===== config.mk =====
export PLATFORM = sky130hd
export DESIGN_NAME = i2c_sample_target
export DESIGN_NICKNAME = d
export VERILOG_FILES = /design/src/rtl/i2c_sample_target.sv
export SDC_FILE = /design/constraint.sdc
export NUM_CORES = 1
export LEC_CHECK = 0
export BUFFER_PORTS_ARGS = -buffer_cell sky130_fd_sc_hd__buf_4
export CORE_MARGIN = 2
export CORE_UTILIZATION = 52
export DETAILED_ROUTE_END_ITERATION = 10
export GPL_TIMING_DRIVEN = 0
export MAX_ROUTING_LAYER = met4
export PLACE_DENSITY = 0.76
export SETUP_SLACK_MARGIN = 0.3
export SYNTH_ARGS = -nofsm -noshare
export SYNTH_HDL_FRONTEND = slang
export SYNTH_SLANG_ARGS = --single-unit

===== constraint.sdc =====
create_clock -name clk -period 2.2 [get_ports clk]
set_input_delay 0.11 -clock clk [delete_from_list [all_inputs] [get_ports clk]]
set_output_delay 0.11 -clock clk [all_outputs]
set_load 0.02 [all_outputs]

===== src/rtl/i2c_sample_target.sv =====
// I2C target: answers ADDR, accepts written bytes and streams 16-bit samples
// MSB-first on reads. It never stretches the clock and oversamples SCL/SDA with clk.
module i2c_sample_target #(
  parameter logic [6:0]  ADDR        = 7'h48,
  parameter int          SYNC_STAGES = 2,
  parameter logic [15:0] IDLE_SAMPLE = 16'h0000
) (
  input  logic        clk,
  input  logic        rst,
  input  logic        scl_i,
  input  logic        sda_i,
  output logic        sda_oe,
  input  logic [15:0] sample_data,
  input  logic        sample_valid,
  output logic        sample_ready,
  output logic [7:0]  rx_data,
  output logic        rx_valid,
  output logic        busy
);
  localparam logic [2:0] S_IDLE    = 3'd0;
  localparam logic [2:0] S_ADDR    = 3'd1;
  localparam logic [2:0] S_ADDR_ACK= 3'd2;
  localparam logic [2:0] S_WR_BYTE = 3'd3;
  localparam logic [2:0] S_WR_ACK  = 3'd4;
  localparam logic [2:0] S_RD_BYTE = 3'd5;
  localparam logic [2:0] S_RD_ACK  = 3'd6;
  localparam logic [2:0] S_WAIT_STOP = 3'd7;

  logic [SYNC_STAGES-1:0] scl_sync_q, sda_sync_q;
  logic scl_prev_q, sda_prev_q;
  logic scl_s, sda_s, scl_rise, scl_fall, sda_rise, sda_fall, start_c, stop_c;

  logic [2:0]  state_q, state_d;
  logic [3:0]  bcnt_q, bcnt_d;
  logic [7:0]  shreg_q, shreg_d;
  logic [15:0] tx_q, tx_d;
  logic        oe_q, oe_d, busy_q, busy_d, rw_q, rw_d, half_q, half_d;
  logic [7:0]  rxd_q, rxd_d;
  logic        rxv_q, rxv_d, srdy_q, srdy_d;

  assign scl_s    = scl_sync_q[SYNC_STAGES-1];
  assign sda_s    = sda_sync_q[SYNC_STAGES-1];
  assign scl_rise = scl_s & ~scl_prev_q;
  assign scl_fall = ~scl_s & scl_prev_q;
  assign sda_rise = sda_s & ~sda_prev_q;
  assign sda_fall = ~sda_s & sda_prev_q;
  assign start_c  = sda_fall & scl_s;
  assign stop_c   = sda_rise & scl_s;

  always_comb begin
    state_d = state_q;
    bcnt_d  = bcnt_q;
    shreg_d = shreg_q;
    tx_d    = tx_q;
    oe_d    = oe_q;
    busy_d  = busy_q;
    rw_d    = rw_q;
    half_d  = half_q;
    rxd_d   = rxd_q;
    rxv_d   = 1'b0;
    srdy_d  = 1'b0;
    if (start_c) begin
      state_d = S_ADDR;
      bcnt_d  = 4'd0;
      oe_d    = 1'b0;
      busy_d  = 1'b0;
    end else if (stop_c) begin
      state_d = S_IDLE;
      oe_d    = 1'b0;
      busy_d  = 1'b0;
    end else begin
      case (state_q)
        S_ADDR, S_WR_BYTE: begin
          if (scl_rise) begin
            shreg_d = {shreg_q[6:0], sda_s};
            bcnt_d  = bcnt_q + 4'd1;
          end else if (scl_fall && bcnt_q == 4'd8) begin
            bcnt_d = 4'd0;
            if (state_q == S_WR_BYTE) begin
              rxd_d   = shreg_q;
              rxv_d   = 1'b1;
              oe_d    = 1'b1;
              state_d = S_WR_ACK;
            end else if (shreg_q[7:1] == ADDR) begin
              oe_d    = 1'b1;
              busy_d  = 1'b1;
              rw_d    = shreg_q[0];
              state_d = S_ADDR_ACK;
            end else begin
              state_d = S_IDLE;
            end
          end
        end
        S_ADDR_ACK: begin
          // Fetch while the target holds ACK so the MSB is ready at the ACK fall.
          if (scl_rise && rw_q) begin
            tx_d   = sample_valid ? sample_data : IDLE_SAMPLE;
            srdy_d = sample_valid;
          end else if (scl_fall) begin
            bcnt_d = 4'd0;
            half_d = 1'b0;
            if (rw_q) begin
              oe_d    = ~tx_q[15];
              state_d = S_RD_BYTE;
            end else begin
              oe_d    = 1'b0;
              state_d = S_WR_BYTE;
            end
          end
        end
        S_WR_ACK: begin
          if (scl_fall) begin
            oe_d    = 1'b0;
            state_d = S_WR_BYTE;
          end
        end
        S_RD_BYTE: begin
          if (scl_fall) begin
            tx_d = {tx_q[14:0], 1'b0};
            if (bcnt_q == 4'd7) begin
              bcnt_d  = 4'd0;
              oe_d    = 1'b0;
              state_d = S_RD_ACK;
            end else begin
              bcnt_d = bcnt_q + 4'd1;
              oe_d   = ~tx_q[14];
            end
          end
        end
        S_RD_ACK: begin
          if (scl_rise) begin
            if (sda_s) state_d = S_WAIT_STOP;
            else if (half_q) begin
              tx_d   = sample_valid ? sample_data : IDLE_SAMPLE;
              srdy_d = sample_valid;
            end
          end else if (scl_fall) begin
            half_d  = ~half_q;
            oe_d    = ~tx_q[15];
            state_d = S_RD_BYTE;
          end
        end
        default: ;
      endcase
    end
  end

  always_ff @(posedge clk or negedge rst) begin
    if (!rst) begin
      scl_sync_q <= '1;
      sda_sync_q <= '1;
      scl_prev_q <= 1'b1;
      sda_prev_q <= 1'b1;
      state_q    <= S_IDLE;
      bcnt_q     <= 4'd0;
      shreg_q    <= 8'd0;
      tx_q       <= IDLE_SAMPLE;
      oe_q       <= 1'b0;
      busy_q     <= 1'b0;
      rw_q       <= 1'b0;
      half_q     <= 1'b0;
      rxd_q      <= 8'd0;
      rxv_q      <= 1'b0;
      srdy_q     <= 1'b0;
    end else begin
      scl_sync_q <= {scl_sync_q[SYNC_STAGES-2:0], scl_i};
      sda_sync_q <= {sda_sync_q[SYNC_STAGES-2:0], sda_i};
      scl_prev_q <= scl_s;
      sda_prev_q <= sda_s;
      state_q    <= state_d;
      bcnt_q     <= bcnt_d;
      shreg_q    <= shreg_d;
      tx_q       <= tx_d;
      oe_q       <= oe_d;
      busy_q     <= busy_d;
      rw_q       <= rw_d;
      half_q     <= half_d;
      rxd_q      <= rxd_d;
      rxv_q      <= rxv_d;
      srdy_q     <= srdy_d;
    end
  end

  assign sda_oe       = oe_q;
  assign busy         = busy_q;
  assign rx_data      = rxd_q;
  assign rx_valid     = rxv_q;
  assign sample_ready = srdy_q;
endmodule


==> impl_results.rst, run 1 <==
.. list-table::
   :header-rows: 1

   * - Metric
     - Value
   * - Total GRT Usage
     - 0.253
   * - Port Buffer Count
     - 32
   * - Mapped Cells
     - roughly 270
   * - Mux cell area share after synthesis
     - 0.0470
   * - Proportion of synthesized chip area in sequential cells
     - 0.492
   * - Maximum root-to-sink buffer count
     - 2
   * - List of cells traversed by the critical path
     - inv_4 -> ha_4 -> buf_4 -> nor2b_1 -> a2bb2oi_4 -> nor4_4 -> o211a_4 -> a21boi_2 -> o221a_1
   * - Unrepaired setup endpoints after global routing
     - yes
   * - Synthesized area
     - 2610 µm²
   * - Standby leakage power
     - 1.65 nW
   * - CP Launch Point
     - scl_sync_q[1]
   * - First-pass detailed-route iteration total
     - 4
   * - Synth async-reset ratio
     - 1.00
   * - Distinct cell type count of the synthesized netlist
     - 52
   * - Hold path startpoint
     - sample_data[0]
   * - Core region area
     - 4790 µm²
   * - Routed vias/inst
     - 5.74
   * - Area share of the leading cell type in the synthesized netlist
     - 0.431
   * - List of most frequent post-synthesis cells
     - 46 x nand2_1, 45 x dfrtp_1, 28 x a21oi_1, 23 x o21ai_0, 18 x and3_1
   * - Status
     - completed
   * - Top-count cell post-synth
     - nand2_1
   * - Crit path max-delay cell type
     - dfstp_2
   * - Synthesized-area fraction occupied by ao, oa, aoi and oai cells
     - 0.190
   * - Largest vdd supply drop
     - 0.000760 V
   * - Post-synth top flop
     - dfrtp_1
   * - EDFF count, synth
     - 0
   * - Number of standard-cell rows in the floorplan
     - 25
   * - Placer's final routability congestion estimate
     - 0.916
   * - Area overhead of the layout relative to synthesis
     - 35.8%
   * - Residual DRC count
     - 0
   * - Worst min-delay path class
     - in2reg
   * - Initial core utilization
     - 0.546
   * - TritonCTS clock tree
     - done
   * - Via count of the first global-routing pass
     - 2,216
   * - Crit path arrival time
     - approximately 2.3 ns
   * - Number of hold-slack violations in the final timing report
     - 0
   * - Cell Pwr Density
     - 952 nW/µm²
   * - Reg2Reg Launch Point
     - scl_sync_q[1]
   * - Net count of the finished layout
     - about 360
   * - Pwr Total
     - 3.37 mW
   * - Mean post-synth cell area
     - 9.60 µm²
   * - Data required time at the worst endpoint
     - 2.41 ns
   * - Number of flip-flops and latches in the synthesized netlist
     - 51
   * - Remaining number of nets flagged by the antenna check after routing
     - 0
   * - Number of failing setup endpoints in the final timing report
     - 0
   * - Clock slew seen by the registers of the worst setup and hold paths
     - 0.10 ns
   * - Clock skew
     - 0.00434 ns
   * - Dominant combinational cell family by area after synthesis
     - simple AND/OR/NAND/NOR gates
   * - Share of final-layout standard cells stronger than drive strength 1
     - 0.413
   * - Portion of the clock cycle consumed by the worst path in the final layout
     - 0.951
   * - Highest clock rate
     - ~0.48 GHz
   * - Horizontal die dimension
     - 74.9 µm
   * - Chip height
     - 74.9 µm
   * - Initial drt markers
     - 139
   * - Worst Setup End Kind
     - register
   * - Clock Tree Root
     - clkbuf_8
   * - Clock sink count
     - a little over 50
   * - Final critical delay including setup and external delays
     - 2.09 ns
   * - Worst Max-Slew Pin Slew
     - 0.630 ns
   * - Final design utilization
     - 0.741
   * - Cells taking the most area after synthesis
     - dfrtp_1 43%, nand2_1 6.6%, dfstp_2 6.0%, a21oi_1 5.4%, o21ai_0 4.4%
   * - Cell type contributing the most total cell area after synthesis
     - dfrtp_1
   * - Number of warnings reported in the yosys synthesis log
     - 0
   * - Die outline area
     - 5600 µm²
   * - Half-perimeter wire length of the detailed placement result
     - 3.90 mm
   * - ANT cells
     - 0
   * - Top Ports
     - 33
   * - Routed wire length
     - ~6.5 mm
   * - Share of the synthesized netlist area taken by xor and xnor gates
     - 0.00958
   * - Global-route wire length before repair
     - between 10 and 15 mm
   * - H-tree depth
     - 2
   * - Slew headroom
     - 0.580
   * - Kind of critical path
     - reg2reg
   * - Syn_nets
     - ~300
   * - DR vias
     - 2,303
   * - Number of max-capacitance violations reported
     - 0
   * - Share of synthesized cell area in and, or, nand and nor gates
     - 0.200
   * - Largest net degree at the start of global routing
     - 52
   * - Critical path's largest stage delay
     - 0.59 ns
   * - Initial antenna violation count
     - 0
   * - Final-report max-slew violation count
     - 0
   * - Critical path startpoint category
     - register
   * - Number of buffers created by CTS
     - 5
   * - Crit Path Max Fanout
     - 7
   * - Congestion Overflow GR
     - 0
   * - Adder and majority cell fraction of the synthesized area
     - 0.0192
   * - Post-detailed-route wirelength per cell
     - 16.3 µm
   * - Worst-skew pair later-pin latency
     - 0.31 ns
==> registers in the layout, summed over array words and instances, names as in the netlist <==
signal        flops
rx_data           8
shreg_q           8
half_q            1
rw_q              1
scl_prev_q        1
scl_sync_q        2
sda_oe            1
sda_prev_q        1
state_q           3
bcnt_q            4
tx_q             16
sample_ready      1
sda_sync_q        2
busy              1
rx_valid          1
==> cells in the final DEF, fill, tap and decap left out, types with 2 or more instances in the layout <==
cell           instances
a21boi_2               2
a21oi_1               26
a21oi_2                2
a311oi_1               3
a31oi_1                2
and3_1                17
buf_2                  4
buf_4                 45
buf_6                  2
buf_8                  7
clkbuf_1               3
clkbuf_8               6
clkinvlp_4             2
dfrtp_1               45
dfstp_2                6
dlygate4sd3_1          3
ha_1                   2
ha_4                   2
inv_1                  8
inv_6                  2
mux2_4                 9
nand2_1               30
nand2_2               12
nand2_4                4
nand2b_1               3
nand3_1                5
nand3_2                2
nor2_1                10
nor2b_1                4
o21ai_0                4
o21ai_1               11
o21ai_2                8
==> cell type report <==
class / count / area, µm²
inverters: 12 / 56.3
flip-flops and latches: 51 / 1280
multi-input cells: 195 / 1460
plain buffers: 14 / 111
well taps: 67 / 83.8
repair inverters: 1 / 7.51
clock inverters: 2 / 13.8
repair buffers: 53 / 444
clock buffers: 6 / 82.6
fillers: 341 / 1240
==> cell families (layout without fill, tap and decap cells) <==
group | after synthesis | after routing
flip-flops | 51 | 51
buffers and inverters | 26 | 88
AND/OR/NAND/NOR | 102 | 102
AO/OA/AOI/OAI | 76 | 76
XOR/XNOR | 2 | 2
multiplexers | 11 | 11
adder cells (fa/ha/maj) | 4 | 4
==> metrics by stage <==
stage	setup WS (ns)	setup TNS [ns]	instance area, µm²	hold WS, ns	cells
floorplan	0.130	0	2660	-0.186	272
global placement	-0.100	-0.171	2990	0.171	371
detailed placement	-0.126	-0.250	2990	0.178	371
CTS	0.150	0	3330	0.0780	398
global route	0.0490	0	3550	0.0892	401
finish	0.107	0	3550	0.0832	401
==> layer usage <==
layer | track usage | share of wire | wire (µm)
met1 | 0.330 | 0.44 | 2860
met5 | - | 0 | 0
met4 | 0.101 | 0.022 | 144
met3 | 0.0509 | 0.049 | 320
met2 | 0.389 | 0.49 | 3210
==> worst paths after layout <==
path / to / slack (ns) / cells past startpoint
max: state_q[2] / 0.11 / 9
min: tx_q[0] / 0.08 / 3
max reg2reg: state_q[2] / 0.11 / 9
min reg2reg: sda_sync_q[1] / 0.36 / 0
max in group asynchronous: sda_oe / 1.42 / 2
min in group asynchronous: bcnt_q[3] / 0.35 / 2
==> power by group <==
part | leakage, nW | internal, mW | total, mW | switching (mW)
Sequential | 0.660 | 1.16 | 1.38 | 0.219
Clock | 0.0516 | 0.258 | 0.586 | 0.328
Combinational | 0.939 | 0.723 | 1.41 | 0.684
==> worst max-delay path, delay by kind of cell (launching register included) <==
family	cells	cell delay, ns
AOI/OAI and AO/OA	4	0.76
adders and majority gates	1	0.17
buffers and inverters	2	0.19
DFF	1	0.59
and+or+nand+nor	2	0.27
==> timing repair <==
action                     4_1_cts  5_1_grt
cloned                           3        1
setup buffers                   13        2
setup endpoints to repair       41       41
pin swaps                        6       22
hold buffers                     3        0
resized for setup               28       74
hold endpoints to repair        47        0
Power figures use the tool's default switching activity.
==> run 2: changes to the inputs <==
--- a/config.mk
+++ b/config.mk
@@ -5,13 +5,12 @@
 export SDC_FILE = /design/constraint.sdc
 export NUM_CORES = 1
 export LEC_CHECK = 0
-export BUFFER_PORTS_ARGS = -buffer_cell sky130_fd_sc_hd__buf_4
 export CORE_MARGIN = 2
-export CORE_UTILIZATION = 52
+export CORE_UTILIZATION = 45
 export DETAILED_ROUTE_END_ITERATION = 10
+export DONT_BUFFER_PORTS = 1
 export GPL_TIMING_DRIVEN = 0
 export MAX_ROUTING_LAYER = met4
-export PLACE_DENSITY = 0.76
 export SETUP_SLACK_MARGIN = 0.3
 export SYNTH_ARGS = -nofsm -noshare
 export SYNTH_HDL_FRONTEND = slang
==> impl_results.rst, run 2 (synthesis gave the netlist of run 1 again) <==
.. list-table::
   :header-rows: 1

   * - Metric
     - Value
   * - Most frequent cells in the layout
     - 46 x nand2_1, 45 x dfrtp_1, 27 x a21oi_1, 18 x and3_1, 14 x buf_4 (was 45 x dfrtp_1, 45 x buf_4, 30 x nand2_1, 26 x a21oi_1, 17 x and3_1)
   * - Largest register FFs
     - 16 (unchanged)
   * - Top Ports
     - 33 (unchanged)
   * - Slew headroom
     - 0.679 (was 0.580)
   * - Hold path startpoint
     - sample_data[15] (was sample_data[0])
   * - Remaining number of nets flagged by the antenna check after routing
     - 0 (unchanged)
   * - Critical path's largest stage delay
     - 0.58 ns (was 0.59 ns)
   * - Reg2Reg Launch Point
     - scl_sync_q[1] (unchanged)
   * - List of cells traversed by the critical path
     - inv_2 -> ha_4 -> or3_1 -> a2bb2oi_2 -> nor4_4 -> o211a_4 -> a21boi_2 -> o221a_1 (was inv_4 -> ha_4 -> buf_4 -> nor2b_1 -> a2bb2oi_4 -> nor4_4 -> o211a_4 -> a21boi_2 -> o221a_1)
   * - Number of filler instances in the final layout
     - 489 (was 341)
   * - ANT cells
     - 0 (unchanged)
   * - Cell internal pwr
     - 2.11 mW (was 2.14 mW)
   * - Number of stages on the worst setup path
     - 8 (was 9)
   * - Clock share of power
     - 0.216 (was 0.174)
   * - DR vias
     - 2,108 (was 2,303)
   * - Routed vias/inst
     - 5.65 (was 5.74)
   * - Unrepaired setup endpoints after global routing
     - yes (unchanged)
   * - Kind of critical path
     - reg2reg (unchanged)
   * - CP Launch Point
     - scl_sync_q[1] (unchanged)
   * - Half-perimeter wire length of the detailed placement result
     - 4.00 mm (was 3.90 mm)
   * - Kind of cell adding the most delay to the critical path
     - compound AO/OA/AOI/OAI gates (unchanged)
   * - Crit path arrival time
     - 2.28 ns (was 2.30 ns)
   * - First-pass detailed-route iteration total
     - 5 (was 4)
   * - Core region area
     - 5540 µm² (was 4790 µm²)
   * - Pwr Total
     - 3.23 mW (was 3.37 mW)
   * - Portion of the clock cycle consumed by the worst path in the final layout
     - 0.950 (was 0.951)
   * - Share of final-layout standard cells stronger than drive strength 1
     - 0.269 (was 0.413)
   * - Worst min-delay path class
     - in2reg (unchanged)
   * - Largest vdd supply drop
     - 0.000423 V (was 0.000760 V)
   * - Maximum root-to-sink buffer count
     - 2 (unchanged)
   * - Clock Tree Root
     - clkbuf_8 (unchanged)
   * - Final standard cell count with taps included and fillers excluded
     - 373 (was 401)
   * - Initial drt markers
     - 224 (was 139)
   * - Clock sink count
     - 51 (unchanged)
   * - Number of max-capacitance violations reported
     - 0 (unchanged)
   * - Congestion Overflow GR
     - 0 (unchanged)
   * - Total placed instance area
     - 2750 µm² (was 2990 µm²)
   * - Largest net degree at the start of global routing
     - 52 (unchanged)
   * - Hold path cells
     - 3 (unchanged)
   * - Number of buffers created by CTS
     - 5 (unchanged)
   * - Number of failing setup endpoints in the final timing report
     - 0 (unchanged)
   * - Area overhead of the layout relative to synthesis
     - 23.0% (was 35.8%)
   * - Die outline area
     - 6430 µm² (was 5600 µm²)
   * - Post-route cell area
     - 3210 µm² (was 3550 µm²)
   * - Initial antenna violation count
     - 0 (unchanged)
   * - Fraction of power consumed by sequential logic
     - 0.416 (was 0.410)
   * - Global-route wire length before repair
     - 10.3 mm (was 10.4 mm)
   * - Fraction of power consumed by combinational cells
     - 0.368 (was 0.417)
   * - Highest clock rate
     - 0.478 GHz (about the same)
   * - Cell count after placement
     - 344 (was 371)
   * - Number of standard-cell rows in the floorplan
     - 27 (was 25)
   * - Most common cell after layout, fill and taps aside
     - nand2_1
   * - Buf+Inv Stages, Crit Path
     - 1 (was 2)
   * - Worst Max-Slew Pin Slew
     - 0.478 ns (was 0.630 ns)
   * - Final-report max-slew violation count
     - 0 (unchanged)
   * - Via count of the first global-routing pass
     - 2,039 (was 2,216)
   * - Cell Pwr Density
     - 1000 nW/µm² (was 952 nW/µm²)
   * - Least setup slack across all paths after layout
     - 0.110 ns (was 0.107 ns)
   * - Net switching power
     - 1.12 mW (was 1.23 mW)
   * - Capture instance of the worst register-to-register path
     - state_q[2] (unchanged)
   * - Horizontal die dimension
     - 80.2 µm (was 74.9 µm)
   * - Critical path startpoint category
     - register (unchanged)
   * - Final critical delay including setup and external delays
     - 2.09 ns (about the same)
   * - Routed wire length
     - 6.17 mm (was 6.54 mm)
   * - Port Buffer Count
     - 0 (was 32)
   * - Residual DRC count
     - 0 (unchanged)
   * - Worst min-delay path endpoint
     - tx_q[15] (was tx_q[0])
   * - Status
     - completed (unchanged)
   * - Crit path max-delay cell type
     - dfstp_2 (unchanged)
   * - Standby leakage power
     - 1.47 nW (was 1.65 nW)
   * - Switching Share
     - 0.347 (was 0.365)
   * - Top register by number of flip-flops
     - tx_q (unchanged)
   * - TritonCTS clock tree
     - done (unchanged)
   * - Initial core utilization
     - 0.471 (was 0.546)
   * - Data required time at the worst endpoint
     - 2.39 ns (was 2.41 ns)
   * - Chip height
     - 80.2 µm (was 74.9 µm)
   * - Placer's final routability congestion estimate
     - 0.891 (was 0.916)
   * - Clock slew seen by the registers of the worst setup and hold paths
     - 0.09 ns (was 0.10 ns)
   * - Total GRT Usage
     - 0.213 (was 0.253)
   * - Worst-skew pair later-pin latency
     - 0.30 ns (was 0.31 ns)
   * - Post-detailed-route wirelength per cell
     - 16.6 µm (was 16.3 µm)
   * - Worst slack after detailed placement
     - -0.158 ns (was -0.126 ns)
   * - Net count of the finished layout
     - 325 (was 358)
   * - R2R Setup Slk
     - 0.11 ns (about the same)
   * - Crit Path Max Fanout
     - 7 (unchanged)
   * - Number of hold-slack violations in the final timing report
     - 0 (unchanged)
   * - Worst Setup End Kind
     - register (unchanged)
   * - TNS Setup
     - 0 ns (unchanged)
   * - H-tree depth
     - 2 (unchanged)
   * - Clock skew
     - 0.00237 ns (was 0.00434 ns)
   * - Cell count of the worst reg-to-reg path
     - 8 (was 9)
==> run 2: how the worst max path moves through the flow <==
stage	endpoint	slack, ns
2_1_floorplan	state_q[2]	0.13
3_3_place_gp	state_q[2]	-0.12
3_5_place_dp	state_q[2]	-0.16
4_1_cts	state_q[2]	0.14
5_1_grt	state_q[2]	0.04
6_report	state_q[2]	0.11
==> run 2: cell type report <==
class,count,area [µm²],area share
clock inverters,2,38.8,0.0121
multi-input cells,195,1350,0.420
repair buffers,21,209,0.0651
well taps,72,90.1,0.0280
plain buffers,14,111,0.0347
clock buffers,6,82.6,0.0257
inverters,12,48.8,0.0152
flip-flops and latches,51,1280,0.400
==> run 2: repair_timing <==
action,in CTS,in global routing
cloned,0,1
resized for setup,23,25
hold buffers,5,0
pin swaps,9,1
setup endpoints to repair,42,41
endpoints found under the hold margin,54,0
buffers inserted,14,1
==> run 2: worst reg2reg max path: stages (launching register included) <==
cell and delay, ns:
dfstp_2 0.58, inv_2 0.06, ha_4 0.17, or3_1 0.32, a2bb2oi_2 0.18, nor4_4 0.08, o211a_4 0.19, a21boi_2 0.16
o221a_1 0.24
==> run 2: per-stage QoR <==
step                utilization  hold slack [ns]
floorplan                     -           -0.186
global placement          0.497           -0.185
detailed placement        0.497           -0.185
CTS                       0.565            0.113
global route              0.580            0.128
finish                    0.580            0.108
==> run 2: per-layer routing <==
metal / share of wire / vias to the layer above / GRT usage / wire length, µm
met5: 0 / - / - / 0
met4: 0.014 / 0 / 0.0593 / 85
met3: 0.039 / 9 / 0.0393 / 238
met2: 0.46 / 54 / 0.321 / 2870
met1: 0.48 / 1025 / 0.296 / 2980
li1: - / 1020 / - / -
==> run 2: power groups by stage <==
stage / sequential (mW) / combinational (mW) / clock [mW]
finish: 1.34 / 1.19 / 0.697
global route: 1.38 / 1.30 / 0.748
CTS: 1.34 / 1.09 / 0.714
detailed placement: 1.35 / 0.927 / 0
global placement: 1.35 / 0.915 / 0
floorplan: 1.30 / 0.779 / 0
==> run 3: changes to the inputs <==
--- a/config.mk
+++ b/config.mk
@@ -10,7 +10,6 @@
 export DETAILED_ROUTE_END_ITERATION = 10
 export DONT_BUFFER_PORTS = 1
 export GPL_TIMING_DRIVEN = 0
-export MAX_ROUTING_LAYER = met4
 export SETUP_SLACK_MARGIN = 0.3
 export SYNTH_ARGS = -nofsm -noshare
 export SYNTH_HDL_FRONTEND = slang
==> impl_results.rst, run 3 (synthesis gave the netlist of run 1 again) <==
.. list-table::
   :header-rows: 1

   * - Metric
     - Value
   * - Crit Path Max Fanout
     - 7 (unchanged)
   * - Highest clock rate
     - 0.479 GHz (was 0.478 GHz)
   * - Slew headroom
     - 0.679 (about the same)
   * - Worst Setup End Kind
     - register (unchanged)
   * - Port Buffer Count
     - 0 (unchanged)
   * - Number of hold-slack violations in the final timing report
     - 0 (unchanged)
   * - DR vias
     - 2,103 (was 2,108)
   * - Status
     - completed (unchanged)
   * - Routed vias/inst
     - 5.64 (was 5.65)
   * - List of cells traversed by the critical path
     - inv_2 -> ha_4 -> or3_1 -> a2bb2oi_2 -> nor4_4 -> o211a_4 -> a21boi_2 -> o221a_1 (unchanged)
   * - Least setup slack across all paths after layout
     - 0.114 ns (was 0.110 ns)
   * - Crit path max-delay cell type
     - dfstp_2 (unchanged)
   * - Number of failing setup endpoints in the final timing report
     - 0 (unchanged)
   * - Number of max-capacitance violations reported
     - 0 (unchanged)
   * - Top register by number of flip-flops
     - tx_q (unchanged)
   * - Kind of critical path
     - reg2reg (unchanged)
   * - Global-route wire length before repair
     - 10.3 mm (about the same)
   * - Cell Pwr Density
     - 1000 nW/µm² (about the same)
   * - Number of standard-cell rows in the floorplan
     - 27 (unchanged)
   * - Post-detailed-route wirelength per cell
     - 16.5 µm (was 16.6 µm)
   * - Top Ports
     - 33 (unchanged)
   * - Total placed instance area
     - 2750 µm² (unchanged)
   * - Via count of the first global-routing pass
     - 2,029 (was 2,039)
   * - Horizontal die dimension
     - 80.2 µm (unchanged)
   * - Initial antenna violation count
     - 0 (unchanged)
   * - Data required time at the worst endpoint
     - 2.40 ns (was 2.39 ns)
   * - First-pass detailed-route iteration total
     - 4 (was 5)
   * - Remaining number of nets flagged by the antenna check after routing
     - 0 (unchanged)
   * - Critical path's largest stage delay
     - 0.58 ns (about the same)
   * - Chip height
     - 80.2 µm (unchanged)
   * - Core region area
     - 5540 µm² (unchanged)
   * - H-tree depth
     - 2 (unchanged)
   * - Clock Tree Root
     - clkbuf_8 (unchanged)
   * - Residual DRC count
     - 0 (unchanged)
   * - ANT cells
     - 0 (unchanged)
   * - Critical path startpoint category
     - register (unchanged)
   * - TNS Setup
     - 0 ns (unchanged)
   * - Placer's final routability congestion estimate
     - 0.876 (was 0.891)
   * - Final-report max-slew violation count
     - 0 (unchanged)
   * - Final design utilization
     - 0.580 (unchanged)
   * - Share of final-layout standard cells stronger than drive strength 1
     - 0.269 (unchanged)
   * - Half-perimeter wire length of the detailed placement result
     - 4.00 mm (unchanged)
   * - Clock skew
     - 0.00231 ns (was 0.00237 ns)
   * - Most common cell after layout, fill and taps aside
     - nand2_1 (unchanged)
   * - Unrepaired setup endpoints after global routing
     - yes (unchanged)
   * - Maximum root-to-sink buffer count
     - 2 (unchanged)
   * - Number of filler instances in the final layout
     - 489 (unchanged)
   * - Largest vdd supply drop
     - 0.000422 V (was 0.000423 V)
   * - Number of buffers created by CTS
     - 5 (unchanged)
   * - Worst slack after detailed placement
     - -0.158 ns (unchanged)
   * - Routed wire length
     - 6.15 mm (was 6.17 mm)
   * - Initial core utilization
     - 0.471 (unchanged)
   * - Largest register FFs
     - 16 (unchanged)
   * - Clock sink count
     - 51 (unchanged)
   * - Initial drt markers
     - 181 (was 224)
   * - Total GRT Usage
     - 0.207 (was 0.213)
   * - Standby leakage power
     - 1.47 nW (unchanged)
   * - Area overhead of the layout relative to synthesis
     - 23.0% (unchanged)
   * - Post-route cell area
     - 3210 µm² (unchanged)
   * - Congestion Overflow GR
     - 0 (unchanged)
   * - Die outline area
     - 6430 µm² (unchanged)
   * - Net count of the finished layout
     - 325 (unchanged)
   * - Worst Max-Slew Pin Slew
     - 0.478 ns (about the same)
   * - Crit path arrival time
     - 2.28 ns (about the same)
   * - Hold slack
     - 0.104 ns (was 0.108 ns)
   * - Final critical delay including setup and external delays
     - 2.09 ns (about the same)
   * - Portion of the clock cycle consumed by the worst path in the final layout
     - 0.948 (was 0.950)
   * - Worst min-delay path class
     - in2reg (unchanged)
   * - Clock slew seen by the registers of the worst setup and hold paths
     - 0.09 ns (about the same)
   * - Most frequent cells in the layout
     - 46 x nand2_1, 45 x dfrtp_1, 27 x a21oi_1, 18 x and3_1, 14 x buf_4 (unchanged)
   * - Worst-skew pair later-pin latency
     - 0.30 ns (about the same)
   * - TritonCTS clock tree
     - done (unchanged)
   * - Largest net degree at the start of global routing
     - 52 (unchanged)
==> run 3: layout make-up <==
cell class | instances | area, µm² | area share
Buffer | 14 | 111 | 0.0347
Tap cell | 72 | 90.1 | 0.0280
Inverter | 12 | 48.8 | 0.0152
Clock inverter | 2 | 38.8 | 0.0121
Multi-Input combinational cell | 195 | 1350 | 0.420
Sequential cell | 51 | 1280 | 0.400
Clock buffer | 6 | 82.6 | 0.0257
Timing Repair Buffer | 21 | 209 | 0.0651
==> run 3: metal layers <==
layer,vias to the layer above,global-route usage,wire (µm)
met4,0,0.0593,66
met1,1024,0.299,2960
met5,-,0,0
met3,6,0.0393,250
li1,1022,-,-
met2,51,0.319,2880
==> run 3: path summary, 6_finish.rpt <==
check	from	endpoint	slack (ns)	depth (start not counted)
min	sample_data[15]	tx_q[15]	0.10	3
max reg2reg	scl_sync_q[1]	state_q[2]	0.11	8
max in group asynchronous	rst	scl_sync_q[1]	1.61	2
max	scl_sync_q[1]	state_q[2]	0.11	8
min reg2reg	scl_sync_q[0]	scl_sync_q[1]	0.36	0
min in group asynchronous	rst	rx_data[7]	0.32	2
==> run 3: per-stage QoR <==
| step | cells | power [mW] |
|---|---|---|
| detailed placement | 344 | 2.28 |
| floorplan | 272 | 2.08 |
| global placement | 344 | 2.27 |
| CTS | 371 | 3.15 |
| global route | 373 | 3.43 |
| finish | 373 | 3.22 |
==> run 3: where the power goes <==
group          switching [mW]  internal [mW]
clock                   0.323          0.375
combinational           0.615          0.570
sequential              0.180           1.16
total                    1.12           2.11
==> run 3: critical path: cells and delay by family, from the launching register on <==
family,cells,cell delay [ns]
adders and majority gates,1,0.17
AOI/OAI and AO/OA,4,0.77
and+or+nand+nor,2,0.40
DFF,1,0.58
buffers and inverters,1,0.06
==> run 3: repair_timing <==
item,4_1_cts,5_1_grt
hold buffers,5,0
cloned,0,1
endpoints found under the hold margin,54,0
pin swaps,9,1
gates resized for setup,23,25
endpoints found under the setup margin,42,41
buffers inserted,14,1
